### src/rtl/counter_pkg.sv
// Shared definitions for the toggle/up/down/load counter family.
package counter_pkg;

  typedef enum logic [1:0] {
    MODE_TOGGLE = 2'b00,
    MODE_UP     = 2'b01,
    MODE_DOWN   = 2'b10,
    MODE_LOAD   = 2'b11
  } mode_e;

endpackage

### src/rtl/tff_cell.sv
// Single T flip-flop storage bit: flips on t, cleared by synchronous rst.
// 1-cycle latency; no backpressure.
module tff_cell (
  input  logic clk,
  input  logic rst,
  input  logic t,
  output logic q
);

  always_ff @(posedge clk) begin
    if (rst) q <= 1'b0;
    else if (t) q <= ~q;
  end

endmodule

### src/rtl/toggle_counter.sv
// Multi-mode counter (toggle/up/down/load) built from T flip-flops, with terminal-count pulse.
// 1-cycle latency for q and tc; no backpressure, en=0 freezes all state.
module toggle_counter
  import counter_pkg::*;
#(
  parameter int                WIDTH    = 8,
  parameter longint unsigned   MODULUS  = 64'd1 << WIDTH,
  parameter int                SATURATE = 0
) (
  input  logic             clk,
  input  logic             rst,
  input  logic             en,
  input  logic [1:0]       mode,
  input  logic [WIDTH-1:0] t_vec,
  input  logic [WIDTH-1:0] load_val,
  output logic [WIDTH-1:0] q,
  output logic             tc,
  output logic             zero
);

  // Limit compares are done one bit wider so MODULUS = 2**WIDTH cannot overflow.
  localparam logic [WIDTH:0]   MAXV  = (WIDTH+1)'(MODULUS - 64'd1);
  localparam logic [WIDTH-1:0] MAX_Q = MAXV[WIDTH-1:0];
  localparam logic [WIDTH-1:0] ONE   = 1;

  logic [WIDTH:0]   q_ext;
  logic [WIDTH:0]   lv_ext;
  logic [WIDTH-1:0] nxt;
  logic [WIDTH-1:0] mask;
  logic             tc_nxt;

  assign q_ext  = {1'b0, q};
  assign lv_ext = {1'b0, load_val};

  always_comb begin
    nxt    = q;
    tc_nxt = 1'b0;
    if (en) begin
      case (mode_e'(mode))
        MODE_TOGGLE: nxt = q ^ t_vec;
        MODE_UP: begin
          if (q_ext >= MAXV) begin
            nxt    = (SATURATE != 0) ? MAX_Q : '0;
            tc_nxt = 1'b1;
          end else begin
            nxt = q + ONE;
          end
        end
        MODE_DOWN: begin
          if (q_ext == '0) begin
            nxt    = (SATURATE != 0) ? '0 : MAX_Q;
            tc_nxt = 1'b1;
          end else if (q_ext > MAXV) begin
            // Out-of-range value left behind by TOGGLE snaps back to the top.
            nxt = MAX_Q;
          end else begin
            nxt = q - ONE;
          end
        end
        MODE_LOAD: nxt = (lv_ext > MAXV) ? MAX_Q : load_val;
        default:   nxt = q;
      endcase
    end
    mask = q ^ nxt;
  end

  for (genvar i = 0; i < WIDTH; i++) begin : g_bit
    tff_cell u_cell (
      .clk (clk),
      .rst (rst),
      .t   (mask[i]),
      .q   (q[i])
    );
  end

  always_ff @(posedge clk) begin
    if (rst) tc <= 1'b0;
    else     tc <= tc_nxt;
  end

  assign zero = (q == '0);

endmodule

### config.mk
export PLATFORM = sky130hd
export DESIGN_NAME = toggle_counter
export DESIGN_NICKNAME = d
export VERILOG_FILES = /design/src/rtl/counter_pkg.sv /design/src/rtl/tff_cell.sv /design/src/rtl/toggle_counter.sv
export SDC_FILE = /design/constraint.sdc
export NUM_CORES = 1
export LEC_CHECK = 0
export ABC_AREA = 1
export CAP_MARGIN = 25
export CORE_MARGIN = 2
export CORE_UTILIZATION = 49
export CTS_CLUSTER_SIZE = 8
export DETAILED_ROUTE_END_ITERATION = 10
export MAX_ROUTING_LAYER = met4
export PLACE_DENSITY = 0.8
export SYNTH_ARGS = -nofsm -noshare
export SYNTH_HDL_FRONTEND = slang
export SYNTH_SLANG_ARGS = --single-unit
### constraint.sdc
create_clock -name clk -period 1.9 [get_ports clk]
set_clock_uncertainty 0.15 [all_clocks]
set_input_delay 0.38 -clock clk [delete_from_list [all_inputs] [get_ports clk]]
set_output_delay 0.38 -clock clk [all_outputs]
set_load 0.02 [all_outputs]
Word level (Yosys, flattened, before mapping)
Index checks and enable logic that the tools add are counted.
Widths: inputs -> output; s select.

storage, ports and cells
  flip-flop bits (word level) = 9
  output and inout bits = 10

cells by class
  $add $sub $neg = 2
  magnitude comparators = 3
  equality and inequality tests = 3
  muxes and demuxes = 9
  bitwise operators = 11
  reduce and logical (&&, ||, !) cells = 4

operators with widths
  operator             number
  $mux 8               5
  $pmux 8 s4           1
  $gt 8x8->1 const B   2
  $xor 8x8->8          2
  $logic_not 9->1      1
  $not 1->1            9
  $add 8x1->8 const B  1
  $ge 8x8->1 const B   1
  $logic_not 8->1      1
  $sub 8x1->8 const B  1
  $eq 2x2->1 const B   2
  $eq 2x1->1 const B   1
  $logic_not 2->1      1
  $mux 1               2
  $pmux 1 s2           1
  $reduce_or 2->1      1

Longest topological paths before layout
  depth after elaboration = 6
  mapped depth = 10
  gate-level depth less buffers = 10

Cells and area by module
Synthesis repeated with hierarchy kept, for this count alone.

unflattened totals
  cell total of the unflattened synthesis = 226
  area, all modules = 1275.0 um2

modules (own cells, without submodules)
  module          instances  cells each  area each (um2)
  toggle_counter  1          178         964.7
  tff_cell        8          6           38.8

Worst setup path after synthesis
Ideal clock, no wire load.

  path kind = flip-flop to flip-flop
  from = register g_bit[0].u_cell.q
  to = register g_bit[2].u_cell.q
  library setup time = 0.135 ns
  arrival time = 1.333 ns
  required time = 1.615 ns
  slack = 0.282 ns
  cell stages (with the launch flop) = 8
  buffers on the path = 0
  clock period less this slack = 1.618 ns
  cell sequence = dfxtp_1 -> inv_2 -> ha_1 -> or2_2 -> nand3_1 -> nand3_1 -> o211ai_1 -> a21oi_1

on the way
  longest elaborated chain between the ends = 6

ends and longest elaborated chain
  item                                       line                                        source
  start: declaration                         tff_cell.sv:7                               output logic q
  start signal: assignment                   tff_cell.sv:12                              else if (t) q <= ~q;
  $sub 8x1->8 or $gt 8x8->1 (tied branches)  toggle_counter.sv:57, toggle_counter.sv:53
  $mux 8                                     toggle_counter.sv:53                        end else if (q_ext > MAXV) begin
  $mux 8                                     toggle_counter.sv:50                        if (q_ext == '0) begin
  $pmux 8 s4 (*)                             toggle_counter.sv:39                        case (mode_e'(mode))
  $mux 8 (*)                                 toggle_counter.sv:38                        if (en) begin
  $xor 8x8->8 (*)                            toggle_counter.sv:64                        mask = q ^ nxt;
  end signal: assignment                     tff_cell.sv:12
  end: declaration                           tff_cell.sv:7

Mark *: on every way between the ends. The rest lies on a longest branch, timed or not.
A chain may end at the register's enable or synchronous reset.

Final worst setup path
  from = register g_bit[2].u_cell.q
  to = output q[2]

RTL lines
  item              line                  source
  end: declaration  toggle_counter.sv:16  output logic [WIDTH-1:0] q,

No word-level cell between the ends.

==> results by stage <==
Run status:
- The run finished with clean final reports.

Synth:
- Counting distinct cell types in the post-synthesis netlist gives 34.
- The mean post-synth cell area is 6.28 um^2.
- Counting every instance in the synthesized netlist gives 191.
- The count of yosys warnings during synthesis is 0.
- The fraction of the yosys area taken by sequential cells is 15.0%.
- The synthesized net count is 218.
- Counting flops and latches in the post-synthesis netlist gives 9.
- Summing every instance area after synthesis gives 1200 um^2.

Clocking:
- The number of buffers on the longest clock path is 2.
- Clock-pin slew was measured on the worst setup and hold paths at around 70 ps.
- The clock tree root driver cell is clkbuf_4.
- The number of clock sinks seen by CTS is 9.
- TritonCTS built the clock tree.
- The number of buffers created by CTS is 3.
- In this run the number of H-tree levels came out at 1.
- At the later pin of the worst-skew pair, clock insertion delay measures 270 ps.

Setup path:
- The biggest cell delay along the critical path is 390 ps.
- Walking the worst path, the cells encountered are buf_4 -> dlygate4sd2_1.
- STA classifies the critical path startpoint as a register.
- The beginning of the worst register-to-register path is g_bit[0].u_cell.q$_SDFFE_PP0P_.
- The signal arrival time at the worst endpoint is 1260 ps.
- Grouping stages by cell kind, the critical path spends the most delay in buffers and inverters.
- The largest fanout of any net on the critical path is 10.
- The critical path contains buffers and inverters numbering 2 combined.
- The slowest stage of the critical path belongs to the cell dfxtp_1.
- The required arrival time at the worst endpoint is 1370 ps.
- STA classifies the critical path endpoint as a primary output.
- The start point of the critical path is g_bit[2].u_cell.q$_SDFFE_PP0P_.
- The critical path is of the reg -> out type.

Final layout:
- The number of fill cells in the layout is 207.
- The library cell used most frequently in the layout, excluding fill and tap cells, is nand2_1.
- The share of final-layout standard cells stronger than drive strength 1 is 22.9%.
- The final antenna diode count is 0.
- Cells fill around 70% of the core in the end.
- Across the whole layout, storage elements account for ~180 um^2.
- The total area of multi-input combinational cells is ~820 um^2.
- The area growth from synthesis to layout is 32.1%.
- In the final design database the tool counted 255 nets.
- The top cell types in the final layout, fill and taps aside, are nand2_1, nand3_1, clkdlybuf4s50_1.

Timing:
- Derived from the worst setup path, the maximum achievable clock frequency is 559 MHz.
- The number of max-slew violations in the final report came to 0.
- Hold timing on the final database bottoms out at a slack of between 400 and 500 ps.
- The final period utilization is 94.1%.
- Headroom to the max-slew limit came out at between 70% and 80%.
- The final hold violation count is 0.
- The smallest clock period supported by the final layout is computed as between 1500 and 2000 ps.
- Setup violations remaining at the end of the flow were counted as 0.
- The slew at the pin closest to its max-slew limit is 411 ps.
- Setup repair after global routing left no endpoint under its margin.

Die:
- The floorplan row count is 17.
- The area of the die is 2860 um^2.
- The top-level I/O count is 31.
- The floorplan step set the die height to 53.5 um.
- The region available for standard cell placement spans about 2300 um^2.
- The die width is 53.5 um.
- Once the floorplan was initialized, standard cells occupied a little over half of the core.

Detailed routing:
- The first detailed-routing pass took 4 iterations.
- The routed wire length per instance is 14.3 um.
- The highest layer touched by signal routing is met4.
- After detailed routing, the number of remaining DRC violations is 0.
- Summed over all nets, wire length on met2 after detailed routing comes to 1.81 mm.
- The detailed router's first-iteration violation count is 45.
- The detailed-route vias per instance is 5.36.
- The final layout contains routed wiring with a total length of approximately 3.6 mm.
- The routed length on met3 is 246 um.
- The met1 routed wirelength after detailed routing is 1.53 mm.
- The number of nets with antenna violations after detailed routing is 0.
- The vias after detailed routing is 1,366.

Global routing:
- The initial antenna violation count is 0.
- The via count of the first global-routing pass came to around 1,300.
- Entering global routing, the biggest net connects 12 pins.
- The wire length of the first global-routing pass is 5.66 mm.
- The global-route congestion overflow total is 0.
- Across every metal layer, demand over resource in global routing totals 28.5%.

Placed design:
- The final RePlAce weighted congestion is 0.998.
- The HPWL reported at the end of detailed placement is 2.88 mm.
- The count of buffers from port buffering is 30.

Power:
- VDD sags by at most 442 uV.
- The standby leakage power is around 0.81 nW.
- The power per unit of standard cell area is just over 500 nW/um^2.

Min path:
- In this run the most critical hold path is launched from g_bit[6].u_cell.q$_SDFFE_PP0P_.
- The classification of the worst-slack hold path is reg -> reg.

Flow run:
- The count of maximum capacitance violations is 0.
[cells by family (layout without fill, tap and decap cells)]
group | count (synthesis) | count (layout) | share of synthesized area, %
AND/OR/NAND/NOR | 103 | 103 | 42.1
buffers and inverters | 37 | 73 | 17.2
AO/OA/AOI/OAI | 29 | 29 | 14.3
flip-flops | 9 | 9 | 15.0
XOR/XNOR | 7 | 7 | 5.11
adder cells (fa/ha/maj) | 6 | 6 | 6.26
[tightest hold or removal path: stages, from the launching register on]
cell     delay [ps]
dfxtp_1         320
buf_4           160
nand2_1          60
a21oi_1          60
[routing by layer]
| metal | up-vias | track usage [%] |
|---|---|---|
| li1 | 679 | - |
| met1 | 621 | 32.7 |
| met2 | 58 | 49.8 |
| met3 | 8 | 5.65 |
| met4 | 0 | 8.55 |
| met5 | - | - |
[synthesized netlist by cell type (all sizes together)]
| cell type | n | area (um^2) |
|---|---|---|
| buf | 17 | 129 |
| nand2 | 58 | 235 |
| a22oi | 1 | 7.51 |
| nor2 | 14 | 101 |
| xnor2 | 1 | 8.76 |
| xor2 | 6 | 52.6 |
| ha | 6 | 75.1 |
| clkinv | 1 | 3.75 |
| a211oi | 1 | 12.5 |
| or2 | 2 | 12.5 |
| nor3 | 1 | 5.00 |
| dfxtp | 9 | 180 |
| inv | 18 | 70.1 |
| nand4 | 3 | 18.8 |
| nand3b | 1 | 7.51 |
| o211ai | 1 | 7.51 |
| clkbuf | 1 | 3.75 |
| o21bai | 1 | 7.51 |
| nand3 | 24 | 125 |
| o21ai | 10 | 50.1 |
| a21oi | 15 | 86.3 |
[worst paths after layout]
check        slack, ps  cells after the start                             end
max                110                      2                            q[2]
min reg2reg        500                      3  g_bit[6].u_cell.q$_SDFFE_PP0P_
min                500                      3  g_bit[6].u_cell.q$_SDFFE_PP0P_
max reg2reg        150                      9  g_bit[5].u_cell.q$_SDFFE_PP0P_
[power breakdown]
group	total [W]	leakage, nW	internal [W]	switching [W]
clock network	0.000158	0.0150	0.0000815	0.0000761
registers	0.000212	0.0738	0.000202	0.0000100
logic	0.000428	0.722	0.000188	0.000239
[metrics by stage]
| step | setup TNS, ps | instances | total power [W] | setup WS, ps | cell area (um^2) |
|---|---|---|---|---|---|
| floorplan | 0 | 191 | 0.000496 | 282 | 1200 |
| global placement | -911 | 250 | 0.000637 | -153 | 1550 |
| detailed placement | -1590 | 250 | 0.000648 | -239 | 1550 |
| CTS | 0 | 254 | 0.000794 | 2.91 | 1560 |
| global route | 0 | 255 | 0.000852 | 33.7 | 1590 |
| finish | 0 | 255 | 0.000798 | 111 | 1590 |
[flip-flops by register name (all words and copies together), names as in the netlist]
signal	flops
tc	1
g_bit.u_cell.q	8
[area by class of cell]
class | instances | area share (%)
Multi-Input combinational cell | 145 | 51.8
Tap cell | 28 | 2.21
Sequential cell | 9 | 11.4
Timing Repair inverter | 1 | 0.474
Clock buffer | 4 | 1.66
Timing Repair Buffer | 49 | 27.6
Inverter | 19 | 4.89
[repair_timing]
item | 4_1_cts | 5_1_grt
buffers inserted | 0 | 0
hold buffers | 0 | 0
cloned | 0 | 1
setup endpoints to repair | 7 | 8
endpoints found under the hold margin | 0 | 0
resized for setup | 8 | 9
pin swaps | 0 | 0
(Power assumes the default switching activity.)
